### src/rtl/mult_div_unit.sv
// mult_div_unit: multi-cycle MIPS32 MULT/MULTU/DIV/DIVU engine for the execute stage.
// Produces the 64-bit {hi,lo} result. ok (hazard_intf.mult_ok) is high while a finished
// result is held; the hazard unit stalls F/D/E while it is low.
//
// Ports:
//   clk, reset      clock, synchronous active-high reset
//   valid           execute holds a mult/div instruction (held high during the stall)
//   op              00 MULT, 01 MULTU, 10 DIV, 11 DIVU
//   a, b            rs / rt operands
//   advance         execute leaves E this cycle; releases a finished result
//   flush           abort the current op; hi/lo keep their previous value
//   hi, lo          DIV: remainder/quotient; MULT: product[63:32]/product[31:0]
//   ok              result valid
//
// Build option: define MULT_DSP_EN to compute multiplies with a '*' operator pipelined over
// MUL_STAGES registers (range 1..4). Without it, multiplies iterate shift-add over 32 cycles
// on the adder shared with the restoring divider. Divide is identical in both builds.
module mult_div_unit #(
  parameter int unsigned MUL_STAGES = 2
) (
  input  logic        clk,
  input  logic        reset,
  input  logic        valid,
  input  logic [1:0]  op,
  input  logic [31:0] a,
  input  logic [31:0] b,
  input  logic        advance,
  input  logic        flush,
  output logic [31:0] hi,
  output logic [31:0] lo,
  output logic        ok
);

  typedef enum logic [1:0] {StIdle, StBusy, StDone} state_e;

  localparam logic [5:0] DivLast = 6'd31;
`ifdef MULT_DSP_EN
  localparam bit         MulIter = 1'b0;
  localparam logic [5:0] MulLast = 6'(MUL_STAGES - 1);
`else
  localparam bit         MulIter = 1'b1;
  localparam logic [5:0] MulLast = 6'd31;
`endif

  if (MUL_STAGES == 0 || MUL_STAGES > 4) begin : g_bad_param
    $error("MUL_STAGES must be in 1..4");
  end

  state_e      state_q, state_d;
  logic [5:0]  cnt_q, cnt_d;
  logic        is_div_q, is_div_d;
  logic        q_neg_q, q_neg_d;   // negate quotient / product
  logic        r_neg_q, r_neg_d;   // negate remainder
  logic [31:0] acc_hi_q, acc_hi_d; // partial remainder / product high half
  logic [31:0] acc_lo_q, acc_lo_d; // dividend->quotient / multiplier->product low half
  logic [31:0] opnd_q, opnd_d;     // divisor / multiplicand magnitude
  logic [31:0] hi_q, hi_d, lo_q, lo_d;

  // Operand magnitudes; signed ops negate in 32 bits, so 0x80000000 maps to 2^31 unsigned.
  logic        a_sgn, b_sgn;
  logic [31:0] a_mag, b_mag;
  assign a_sgn = ~op[0] & a[31];
  assign b_sgn = ~op[0] & b[31];
  assign a_mag = a_sgn ? (~a + 32'd1) : a;
  assign b_mag = b_sgn ? (~b + 32'd1) : b;

  // Shared adder: divide computes {rem,next bit} - divisor (bit 33 = no borrow),
  // multiply computes partial high half + multiplicand (bit 32 = carry).
  logic [32:0] add_x, add_y;
  logic        add_cin;
  logic [33:0] add_sum;
  always_comb begin
    if (is_div_q) begin
      add_x   = {acc_hi_q, acc_lo_q[31]};
      add_y   = ~{1'b0, opnd_q};
      add_cin = 1'b1;
    end else begin
      add_x   = {1'b0, acc_hi_q};
      add_y   = {1'b0, opnd_q};
      add_cin = 1'b0;
    end
  end
  assign add_sum = {1'b0, add_x} + {1'b0, add_y} + {33'd0, add_cin};

  // One iteration of the restoring divider or the shift-add multiplier.
  logic        div_ge;
  logic [32:0] mul_sum;
  logic [31:0] step_hi, step_lo;
  always_comb begin
    div_ge  = add_sum[33];
    mul_sum = acc_lo_q[0] ? add_sum[32:0] : {1'b0, acc_hi_q};
    if (is_div_q) begin
      step_hi = div_ge ? add_sum[31:0] : add_x[31:0];
      step_lo = {acc_lo_q[30:0], div_ge};
    end else begin
      step_hi = mul_sum[32:1];
      step_lo = {mul_sum[0], acc_lo_q[31:1]};
    end
  end

  logic [63:0] mul_res;
`ifdef MULT_DSP_EN
  logic [63:0] mul_prod;
  assign mul_prod = {32'd0, opnd_q} * {32'd0, acc_lo_q};
  // The hi/lo register is the final stage, so only MUL_STAGES-1 pipe registers live here.
  if (MUL_STAGES == 1) begin : g_mul_direct
    assign mul_res = mul_prod;
  end else begin : g_mul_pipe
    logic [MUL_STAGES-2:0][63:0] pipe_q;
    always_ff @(posedge clk) begin
      pipe_q[0] <= mul_prod;
      for (int i = 1; i < int'(MUL_STAGES) - 1; i++) begin
        pipe_q[i] <= pipe_q[i-1];
      end
    end
    assign mul_res = pipe_q[MUL_STAGES-2];
  end
`else
  assign mul_res = {step_hi, step_lo};
`endif

  // Sign fix applied as the final result is registered.
  logic [63:0] mul_fix;
  logic [31:0] quo_fix, rem_fix;
  logic        last;
  assign mul_fix = q_neg_q ? (~mul_res + 64'd1) : mul_res;
  assign quo_fix = q_neg_q ? (~step_lo + 32'd1) : step_lo;
  assign rem_fix = r_neg_q ? (~step_hi + 32'd1) : step_hi;
  assign last    = cnt_q == (is_div_q ? DivLast : MulLast);

  always_comb begin
    state_d  = state_q;
    cnt_d    = cnt_q;
    is_div_d = is_div_q;
    q_neg_d  = q_neg_q;
    r_neg_d  = r_neg_q;
    acc_hi_d = acc_hi_q;
    acc_lo_d = acc_lo_q;
    opnd_d   = opnd_q;
    hi_d     = hi_q;
    lo_d     = lo_q;
    case (state_q)
      StIdle: begin
        if (valid) begin
          state_d  = StBusy;
          cnt_d    = 6'd0;
          is_div_d = op[1];
          // A zero divisor yields quotient all-ones for DIV too, so never negate it.
          q_neg_d  = (a_sgn ^ b_sgn) & (b != 32'd0);
          r_neg_d  = a_sgn;
          acc_hi_d = 32'd0;
          acc_lo_d = op[1] ? a_mag : b_mag;
          opnd_d   = op[1] ? b_mag : a_mag;
        end
      end
      StBusy: begin
        // In the DSP build the multiply operands must stay put for the '*' pipeline.
        if (is_div_q || MulIter) begin
          acc_hi_d = step_hi;
          acc_lo_d = step_lo;
        end
        cnt_d = cnt_q + 6'd1;
        if (last) begin
          state_d = StDone;
          if (is_div_q) begin
            hi_d = rem_fix;
            lo_d = quo_fix;
          end else begin
            hi_d = mul_fix[63:32];
            lo_d = mul_fix[31:0];
          end
        end
      end
      StDone: begin
        if (advance) state_d = StIdle;
      end
      default: state_d = StIdle;
    endcase
    if (flush) begin
      state_d = StIdle;
      hi_d    = hi_q;
      lo_d    = lo_q;
    end
  end

  always_ff @(posedge clk) begin
    if (reset) begin
      state_q  <= StIdle;
      cnt_q    <= 6'd0;
      is_div_q <= 1'b0;
      q_neg_q  <= 1'b0;
      r_neg_q  <= 1'b0;
      acc_hi_q <= 32'd0;
      acc_lo_q <= 32'd0;
      opnd_q   <= 32'd0;
      hi_q     <= 32'd0;
      lo_q     <= 32'd0;
    end else begin
      state_q  <= state_d;
      cnt_q    <= cnt_d;
      is_div_q <= is_div_d;
      q_neg_q  <= q_neg_d;
      r_neg_q  <= r_neg_d;
      acc_hi_q <= acc_hi_d;
      acc_lo_q <= acc_lo_d;
      opnd_q   <= opnd_d;
      hi_q     <= hi_d;
      lo_q     <= lo_d;
    end
  end

  assign hi = hi_q;
  assign lo = lo_q;
  assign ok = (state_q == StDone);

endmodule

### config.mk
export PLATFORM = sky130hd
export DESIGN_NAME = mult_div_unit
export DESIGN_NICKNAME = d
export VERILOG_FILES = /design/src/rtl/mult_div_unit.sv
export SDC_FILE = /design/constraint.sdc
export NUM_CORES = 1
export LEC_CHECK = 0
export ABC_CLOCK_PERIOD_IN_PS = 8900
export CAP_MARGIN = 0
export CORE_ASPECT_RATIO = 0.75
export CORE_MARGIN = 2
export CORE_UTILIZATION = 45
export DETAILED_ROUTE_END_ITERATION = 16
export PLACE_DENSITY = 0.69
export REMOVE_ABC_BUFFERS = 1
export SETUP_SLACK_MARGIN = 0.3
export SLEW_MARGIN = 20
export SYNTH_ARGS = -nofsm -noshare
export SYNTH_HDL_FRONTEND = slang
export SYNTH_SLANG_ARGS = --single-unit
export TNS_END_PERCENT = 5
### constraint.sdc
create_clock -name clk -period 8.9 [get_ports clk]
set_input_delay 0.89 -clock clk [delete_from_list [all_inputs] [get_ports clk]]
set_output_delay 0.89 -clock clk [all_outputs]
set_load 0.05 [all_outputs]
==> summary by stage, run 1 <==
Floorplanning
The I/O pin count is approximately 140. The die outline width is about 210 µm. The total core area is just over 30000 µm². Measured along the y axis, the die boundary spans 157.8 µm.

The floorplan has 56 rows. The die area is 32990 µm². The initial utilization of the core area, before any placement, comes to 0.4552.

GRT
The global routing stage identified its most utilized layer as met1. The maximum number of pins on one net before global-route repair is slightly below 100. The global-route wire length before repair is roughly 77 mm. For this run, global-route usage on met1 was measured as 0.4578. For met2 alone, demand over resource in global routing was 0.4094. The via count of the first global-routing pass is between 10000 and 15000. The number of antenna violations at the first check in global routing is 1.

The met3 global-route usage is 0.07499. For this run the aggregate overflow at the end of global routing stands at 0. In the global route stage, overall resource usage came out at 0.2980.

Setup path
Together, buffers and inverters on the worst path number 2. By startpoint and endpoint, the worst setup path is classified as flip-flop to flip-flop. For the worst setup path, the data required time is around 9300 ps. The maximum fanout along the worst path is roughly 100. The critical path capture point type is a flip-flop. The signal on the critical path passes through buf_12 > mux2_2 > ha_1 > a21o_1 > a41o_1 > a21o_1 > a21oi_2 > nand2_1 > buf_4 > a21oi_1 > ha_1 > nand2_1 > nor4_1 > o211ai_1 > or3b_2 > nor2_1 > nor2_1 > nor3b_2 > a41oi_1 > xnor2_1 > nand2_1 > a21oi_1. For this design, the slowest cell found on the critical path is sky130_fd_sc_hd__dfxtp_4. Data arrives at the worst endpoint at approximately 7300 ps.

The kind of launch point of the worst setup path is a flip-flop. Among cell families on the critical path, the largest total delay comes from simple AND/OR/NAND/NOR gates. The cell that appears most often on the critical path is sky130_fd_sc_hd__nand2_1.

The largest single stage delay on the critical path is approximately 890 ps. The register-to-register setup slack is between 1500 and 2000 ps.

Place
The cell area after placement is 15700 µm². Input and output buffers added on the ports amount to about 140. Prior to clock tree synthesis, the placed netlist has a worst setup slack of around 2100 ps. The placer's final routability congestion estimate is around 0.97. Summed over all nets, the half-perimeter wirelength after detailed placement is about 38 mm.

Clock network
The number of H-tree branching levels is 4. The later pin in the worst-skew pair is clocked with a latency of 460 ps. The worst-case clock buffer depth is 2. TritonCTS built the clock tree. Clock-pin slew was measured on the worst setup and hold paths at ~70 ps. In this run the post-CTS setup repair buffer count came out at 0. The TritonCTS buffer count is 17. The root buffer cell chosen for the clock tree is sky130_fd_sc_hd__clkbuf_16. The total clock sinks is between 150 and 200. After clock tree synthesis, the flow added hold-fix buffers numbering 0. The number of gates given a new drive strength after cts is 0.

STA
The setup clock skew after layout is roughly 17 ps. The portion of the clock cycle consumed by the worst path in the final layout is 0.7766. Counting I/O delays and the setup requirement, the final critical path takes ~6900 ps. The worst setup margin is 1989 ps. The final setup violation count is 0. Derived from the worst setup path, the maximum achievable clock frequency is 144.7 MHz. Headroom to the max-slew limit came out at 0.3294.

Adding up every negative setup slack in the final design gives 0 ps. The number of hold-slack violations in the final timing report is 0. The slew of the pin with the lowest slew margin is between 900 and 1000 ps. The final-report max-slew violation count came to 0. Setup repair after global routing left no endpoint under its margin.

Synthesis
The most used flip-flop cell after synthesis is sky130_fd_sc_hd__dfxtp_1. sky130_fd_sc_hd__dfxtp_1 takes more of the synthesized area than any other cell. Synthesis produced approximately 1900 cells. The count of unique library cells instantiated by Yosys is 94.

After synthesis, the share of flip-flops with an asynchronous set or reset is 0. For this run, the register share of the synthesized area comes to 0.2412. The Yosys warning count is 0. After synthesis, the cell types taking the most area are sky130_fd_sc_hd__dfxtp_1 24%, sky130_fd_sc_hd__a21oi_1 7.6%, sky130_fd_sc_hd__nand2_1 7.3%. The mapped netlist covers ~14000 µm². In this run, synthesis produced a sequential element count of around 170. The count of flip-flops with a built-in enable after synthesis is 0.

Dividing the synthesized area by the synthesized cell count gives 7.301 µm². By instance count, the leading cell after synthesis is sky130_fd_sc_hd__nand2_1. The share of synthesized area in the top cell type comes to 0.2412. By count the netlist is led by 275 x sky130_fd_sc_hd__nand2_1, 216 x sky130_fd_sc_hd__a21oi_1, 194 x sky130_fd_sc_hd__nor2_1, 171 x sky130_fd_sc_hd__dfxtp_1, 91 x sky130_fd_sc_hd__xor2_1.

Power and ir drop
The power per standard cell area is about 140 nW/µm². In this run the static leakage power is between 5 and 6 nW. The worst-case vdd ir drop is 0.1348 mV. The design draws 2.224 mW.

Min path
The path class of the lowest-slack min-delay path is flip-flop to flip-flop.

Run status
The run finished with clean final reports.

Layout
The storage element area is between 3000 and 4000 µm². 0 antenna diodes ended up in the layout. For this run, the share of the core covered by cells in the final layout is 0.5225.

The net count of the finished layout is around 2100. The area of all placed cells without fillers is 16290 µm². The final-layout fill cell count is approximately 3000. The fraction of layout instances using a drive strength above 1 is 0.08396. From synthesis to final layout, the design area changed by 14.79%.

The area used by multi-input combinational logic is just over 10000 µm².

Routing
The routed layout has ~15000 vias. The initial detailed-routing violation count is 1882. The number of nets still failing antenna checks after routing is 0. In the final routed layout, each cell accounts on average for 20.96 µm. Before antenna repair, the detailed router went through 6 iterations. Dividing the detail-routed via count by the number of cells gives about 6.2. After detailed routing, the number of remaining DRC violations is 0. The total length of routed wires is 50.46 mm.

Flow run
The max-capacitance violation count is 0.
## sequential cells by signal (all words and copies together), names as in the netlist
name,cells
is_div_q,1
r_neg_q,1
acc_hi_q,32
cnt_q,6
opnd_q,32
hi,32
lo,32
acc_lo_q,32
state_q,2
q_neg_q,1
## cells by family after synthesis
kind of cell               share of synthesized area
muxes                                        0.05968
DFF                                           0.2412
xor gates and xnor gates                      0.1024
adders and majority gates                    0.03315
buffers and inverters                        0.04902
and+or+nand+nor                               0.2337
AOI/OAI and AO/OA                             0.2808
## through the flow
step | std cells | hold slack, ps
final | 2407 | 450.2
after global routing | 2407 | 475.3
after CTS | 2407 | 454.0
after detailed placement | 2375 | 444.5
after global placement | 2375 | 438.6
after floorplan | 1810 | 435.9
## worst reg2reg max path, stage by stage, from the launching register on
cell,delay (ps)
sky130_fd_sc_hd__dfxtp_4,890
sky130_fd_sc_hd__buf_12,480
sky130_fd_sc_hd__mux2_2,430
sky130_fd_sc_hd__ha_1,380
sky130_fd_sc_hd__a21o_1,240
sky130_fd_sc_hd__a41o_1,270
sky130_fd_sc_hd__a21o_1,330
sky130_fd_sc_hd__a21oi_2,220
sky130_fd_sc_hd__nand2_1,70
sky130_fd_sc_hd__buf_4,260
sky130_fd_sc_hd__a21oi_1,310
sky130_fd_sc_hd__ha_1,220
sky130_fd_sc_hd__nand2_1,90
sky130_fd_sc_hd__nor4_1,490
sky130_fd_sc_hd__o211ai_1,290
sky130_fd_sc_hd__or3b_2,580
sky130_fd_sc_hd__nor2_1,200
sky130_fd_sc_hd__nor2_1,140
sky130_fd_sc_hd__nor3b_2,360
sky130_fd_sc_hd__a41oi_1,190
sky130_fd_sc_hd__xnor2_1,180
sky130_fd_sc_hd__nand2_1,70
sky130_fd_sc_hd__a21oi_1,160
## layout by cell type, fill, tap and decap left out, types with 8 or more instances in the layout
master / n
sky130_fd_sc_hd__and2_1: 11
sky130_fd_sc_hd__o31ai_1: 20
sky130_fd_sc_hd__a21oi_1: 215
sky130_fd_sc_hd__mux2_2: 45
sky130_fd_sc_hd__inv_1: 33
sky130_fd_sc_hd__nor4_1: 13
sky130_fd_sc_hd__o211ai_1: 51
sky130_fd_sc_hd__nor2b_1: 16
sky130_fd_sc_hd__o21ai_1: 8
sky130_fd_sc_hd__xnor2_1: 75
sky130_fd_sc_hd__dfxtp_1: 170
sky130_fd_sc_hd__mux2i_1: 34
sky130_fd_sc_hd__nand2_1: 274
sky130_fd_sc_hd__a31oi_1: 40
sky130_fd_sc_hd__o21ai_0: 83
sky130_fd_sc_hd__buf_4: 24
sky130_fd_sc_hd__nor2_1: 192
sky130_fd_sc_hd__a21oi_2: 9
sky130_fd_sc_hd__nand4_1: 18
sky130_fd_sc_hd__ha_1: 36
sky130_fd_sc_hd__or3_1: 15
sky130_fd_sc_hd__and3_1: 14
sky130_fd_sc_hd__clkbuf_16: 18
sky130_fd_sc_hd__nor3_1: 55
sky130_fd_sc_hd__a221oi_1: 19
sky130_fd_sc_hd__o21a_1: 15
sky130_fd_sc_hd__a21o_1: 16
sky130_fd_sc_hd__or2_2: 8
sky130_fd_sc_hd__nand2b_1: 10
sky130_fd_sc_hd__clkdlybuf4s50_1: 133
sky130_fd_sc_hd__o41ai_1: 9
sky130_fd_sc_hd__a211oi_1: 26
sky130_fd_sc_hd__a22oi_1: 17
sky130_fd_sc_hd__nand3_1: 40
sky130_fd_sc_hd__a221o_1: 9
sky130_fd_sc_hd__xor2_1: 91
## layer usage
| metal | up-vias | share of wire |
|---|---|---|
| met2 | 700 | 0.39 |
| met1 | 7099 | 0.49 |
| met4 | 0 | 0.017 |
| met5 | - | 0 |
| met3 | 65 | 0.10 |
| li1 | 7132 | - |
## worst paths after layout
check,from,end,cells past startpoint
worst max-delay path,is_div_q$_SDFFE_PP0P_,hi[24]$_SDFFE_PP0P_,22
worst min-delay path,hi[3]$_SDFFE_PP0P_,hi[3]$_SDFFE_PP0P_,2
worst max register to register,is_div_q$_SDFFE_PP0P_,hi[24]$_SDFFE_PP0P_,22
worst min register to register,hi[3]$_SDFFE_PP0P_,hi[3]$_SDFFE_PP0P_,2
## layout make-up
type,count,share of cell area
Sequential cell,171,0.2104
Timing Repair Buffer,159,0.09431
Clock buffer,20,0.02872
Clock inverter,12,0.007603
Inverter,35,0.008064
Tap cell,406,0.03118
Multi-Input combinational cell,1604,0.6198
## report_power, final
part	leakage [nW]	switching, mW	internal (mW)
Clock	0.289	0.353	0.417
Sequential	1.39	0.0406	0.791
Combinational	4.20	0.400	0.223
Power figures use the tool's default switching activity.
==> inputs of run 2 (changes only) <==
--- a/config.mk
+++ b/config.mk
@@ -5,13 +5,13 @@
 export SDC_FILE = /design/constraint.sdc
 export NUM_CORES = 1
 export LEC_CHECK = 0
-export ABC_CLOCK_PERIOD_IN_PS = 8900
+export ABC_CLOCK_PERIOD_IN_PS = 5550
 export CAP_MARGIN = 0
 export CORE_ASPECT_RATIO = 0.75
 export CORE_MARGIN = 2
 export CORE_UTILIZATION = 45
 export DETAILED_ROUTE_END_ITERATION = 16
-export PLACE_DENSITY = 0.69
+export PLACE_DENSITY = 0.72
 export REMOVE_ABC_BUFFERS = 1
 export SETUP_SLACK_MARGIN = 0.3
 export SLEW_MARGIN = 20
==> constraint.sdc (replaced) <==
create_clock -name clk -period 5.55 [get_ports clk]
set_input_delay 0.555 -clock clk [delete_from_list [all_inputs] [get_ports clk]]
set_output_delay 0.555 -clock clk [all_outputs]
set_load 0.05 [all_outputs]
==> summary by stage, run 2 (synthesis results as in run 1) <==
STA
The final critical-path required period is 5187 ps (was 6911 ps). The final hold slack is 448.6 ps (was 450.2 ps). The highest achievable clock rate is 192.8 MHz (was 144.7 MHz). The setup clock skew after layout is 17.51 ps (was 17.38 ps).

The headroom to the max-slew limit came to 0.2953 (was 0.3294). The final-report max-slew violation count is 0 (unchanged). The slew of the pin with the lowest slew margin came to 1050 ps (was 998.2 ps). Setup repair after global routing missed its margin: true (was false). The number of hold-slack violations in the final timing report came to 0 (unchanged).

The portion of the clock cycle consumed by the worst path in the final layout is 0.9346 (was 0.7766). The final setup violation count is 0 (unchanged).

Layout
The most frequent standard cell in the layout excluding fill and tap cells is sky130_fd_sc_hd__nand2_1 (unchanged). The fraction of layout instances using a drive strength above 1 is 0.1332 (was 0.08396). The storage element area came to 3427 µm² (unchanged). The net count reported at finish came to 2190 (was 2096). Most frequent cells in the layout: 273 x sky130_fd_sc_hd__nand2_1, 211 x sky130_fd_sc_hd__a21oi_1, 191 x sky130_fd_sc_hd__nor2_1 (was 274 x sky130_fd_sc_hd__nand2_1, 215 x sky130_fd_sc_hd__a21oi_1, 192 x sky130_fd_sc_hd__nor2_1). The area growth from synthesis to final layout is 21.16% (was 14.79%). The final-layout fill cell count is 2914 (was 3004).

The count of antenna diodes in the layout came to 0 (unchanged). The area used by multi-input combinational logic is 10220 µm² (was 10100 µm²).

Setup path
The kind of launch point of the worst setup path is a flip-flop (unchanged). The total buffers and inverters traversed by the critical path is 4 (was 2). Critical path cell sequence: buf_12 > buf_4 > buf_4 > nand2_1 > o21ai_0 > ha_2 > nand4_4 > nor4_4 > and3_4 > buf_4 > a211o_1 > nor2_2 > a221oi_2 > ha_1 > nand4_1 > a31o_2 > a211o_1 > or3_1 > nor3b_4 > a41oi_1 > xnor2_1 > nand2_1 > a21oi_1 (was buf_12 > mux2_2 > ha_1 > a21o_1 > a41o_1 > a21o_1 > a21oi_2 > nand2_1 > buf_4 > a21oi_1 > ha_1 > nand2_1 > nor4_1 > o211ai_1 > or3b_2 > nor2_1 > nor2_1 > nor3b_2 > a41oi_1 > xnor2_1 > nand2_1 > a21oi_1). The maximum fanout along the worst path is 7 (was 98). The highest-delay cell along the critical path was sky130_fd_sc_hd__ha_2 (was sky130_fd_sc_hd__dfxtp_4). The launch point of the critical path is is_div_q$_SDFFE_PP0P_ (unchanged).

The critical path data arrival time is 5570 ps (was 7290 ps). The register-to-register setup slack is 360 ps (was 1990 ps). The largest incremental delay on the critical path is 460 ps (was 890 ps). The end of the worst register-to-register path is hi[24]$_SDFFE_PP0P_ (unchanged).

The most frequent cell on the critical path is sky130_fd_sc_hd__buf_4 (was sky130_fd_sc_hd__nand2_1). The logic depth of the worst setup path including buffers came to 23 (was 22). The worst endpoint required time is 5930 ps (was 9280 ps). The number of cells on the worst reg-to-reg path came to 23 (was 22). The worst reg2reg path startpoint is is_div_q$_SDFFE_PP0P_ (unchanged). The critical path capture point type is a flip-flop (unchanged). The category of cells accounting for the largest share of critical-path delay is simple AND/OR/NAND/NOR gates (unchanged). The type of the setup path with the least slack is flip-flop to flip-flop (unchanged).

Clock network
The clock-pin slew of the registers on the worst-case setup and hold paths is 80 ps (was 70 ps). The worst-case clock buffer depth was 2 (unchanged). The TritonCTS clock tree is yes (unchanged). The total clock sinks is 171 (unchanged). The quantity of hold-fixing buffers added after cts is 0 (unchanged). The number of H-tree branching levels came to 4 (unchanged). The TritonCTS buffer count is 17 (unchanged). The worst-skew pair later-pin latency is 450 ps (was 460 ps). The buffer cell driving the clock tree root is sky130_fd_sc_hd__clkbuf_16 (unchanged).

Routing
The total length of routed wires was 52.11 mm (was 50.46 mm). The number of nets still failing antenna checks after routing came to 0 (unchanged). The routed via count came to 15395 (was 14996).

The initial detailed-routing violation count is 2036 (was 1882). The first-pass iteration count of the detailed router was 6 (unchanged). The vias per cell was 6.158 (was 6.230).

The detailed-route DRC error count is 0 (unchanged). The average wire per cell in the routed design is 20.84 µm (was 20.96 µm).

Place
The port buffer count is 135 (unchanged). The half-perimeter wire length after placement came to 39.88 mm (was 37.79 mm). The placer's final routability congestion estimate is 1.001 (was 0.9704).

Floorplanning
The total core area was 31180 µm² (unchanged). The die outline width is 209.1 µm (unchanged). The number of rows in the core area is 56 (unchanged).

The die outline height is 157.8 µm (unchanged). The I/O pin count is 136 (unchanged). The initial core utilization was 0.4552 (unchanged). The die area came to 32990 µm² (unchanged).

Min path
The start point of the worst min-delay path is hi[31]$_SDFFE_PP0P_ (was hi[3]$_SDFFE_PP0P_). The capture endpoint of the worst hold path is hi[31]$_SDFFE_PP0P_ (was hi[3]$_SDFFE_PP0P_). The path class of the lowest-slack min-delay path is flip-flop to flip-flop (unchanged). The number of cells on the worst hold path was 2 (unchanged).

GRT
The overall routing resource usage is 0.3081 (was 0.2980). The maximum number of pins on one net before global-route repair came to 88 (was 99). The number of antenna violations at the first check in global routing was 0 (was 1). The total congestion overflow is 0 (unchanged).

The via count of the first global-routing pass is 13661 (was 13140). The global-route wire length before repair was 79.50 mm (was 76.86 mm).

Flow run
The max-capacitance violation count is 0 (unchanged).

Power and ir drop
The worst-case vdd ir drop came to 0.2140 mV (was 0.1348 mV). The power per standard cell area was 217.8 nW/µm² (was 136.5 nW/µm²). The static power due to leakage came to 6.393 nW (was 5.880 nW). The post-route total power came to 3.745 mW (was 2.224 mW).

Run status
Run status: finished, final reports clean (unchanged).
-- run 2: cell count changes in the layout (fill, tap and decap cells not counted), sizes merged --
cell | previous run | this run
clkinv | 5 | 1
clkinvlp | 1 | 2
buf | 26 | 119
clkbuf | 20 | 18
inv | 40 | 43
bufinv | 1 | 3
-- run 2: worst register-to-register path, delay by kind of cell (launching register included) --
kind / cells / cell delay, ps
compound gates: 7 / 1460
xor+xnor: 1 / 170
fa+ha+maj: 2 / 710
buf+inv: 4 / 560
flops: 1 / 390
simple gates: 9 / 1840
-- run 2: what timing repair did --
| item | CTS | global route |
|---|---|---|
| hold endpoints to repair | 0 | 0 |
| endpoints found under the setup margin | 21 | 27 |
| pin swaps | 0 | 7 |
| gates resized for setup | 3 | 24 |
| setup buffers | 1 | 7 |
-- run 2: per-stage QoR --
stage                     cell area [µm²]  setup TNS (ps)  setup slack [ps]  std cells  utilization
after floorplan                     13630         -202050             -3633       1810            -
after global placement              16350               0             202.3       2461       0.5245
after detailed placement            16350               0             137.6       2461       0.5245
after CTS                           17010               0             299.6       2493       0.5457
after global routing                17200               0             177.3       2500       0.5515
final                               17200               0             363.2       2500       0.5515
-- run 2: how the worst max path moves through the flow --
stage / endpoint / slack [ps]
4_1_cts: hi[19]$_SDFFE_PP0P_ / 300
6_report: hi[24]$_SDFFE_PP0P_ / 360
5_1_grt: hi[24]$_SDFFE_PP0P_ / 180
3_3_place_gp: hi[19]$_SDFFE_PP0P_ / 200
2_1_floorplan: hi[24]$_SDFFE_PP0P_ / -3630
3_5_place_dp: hi[30]$_SDFFE_PP0P_ / 140
-- run 2: power by group --
group	total [mW]	internal [mW]	switching, mW
Clock	1.31	0.728	0.583
Combinational	1.11	0.429	0.678
Sequential	1.33	1.27	0.0592
Total	3.74	2.43	1.32
-- run 2: cell type report --
class | instances | area share
Clock buffer | 17 | 0.02474
Clock inverter | 14 | 0.01172
Inverter | 35 | 0.007640
Multi-Input combinational cell | 1604 | 0.5946
Sequential cell | 171 | 0.1993
Tap cell | 406 | 0.02954
Timing Repair Buffer | 253 | 0.1325
-- run 2: layer usage --
metal / vias to the layer above / track usage / part of all wire
met5: - / 0 / 0
met4: 0 / 0.06497 / 0.013
met3: 45 / 0.09324 / 0.12
met2: 808 / 0.4256 / 0.40
met1: 7212 / 0.4617 / 0.47
li1: 7330 / - / -
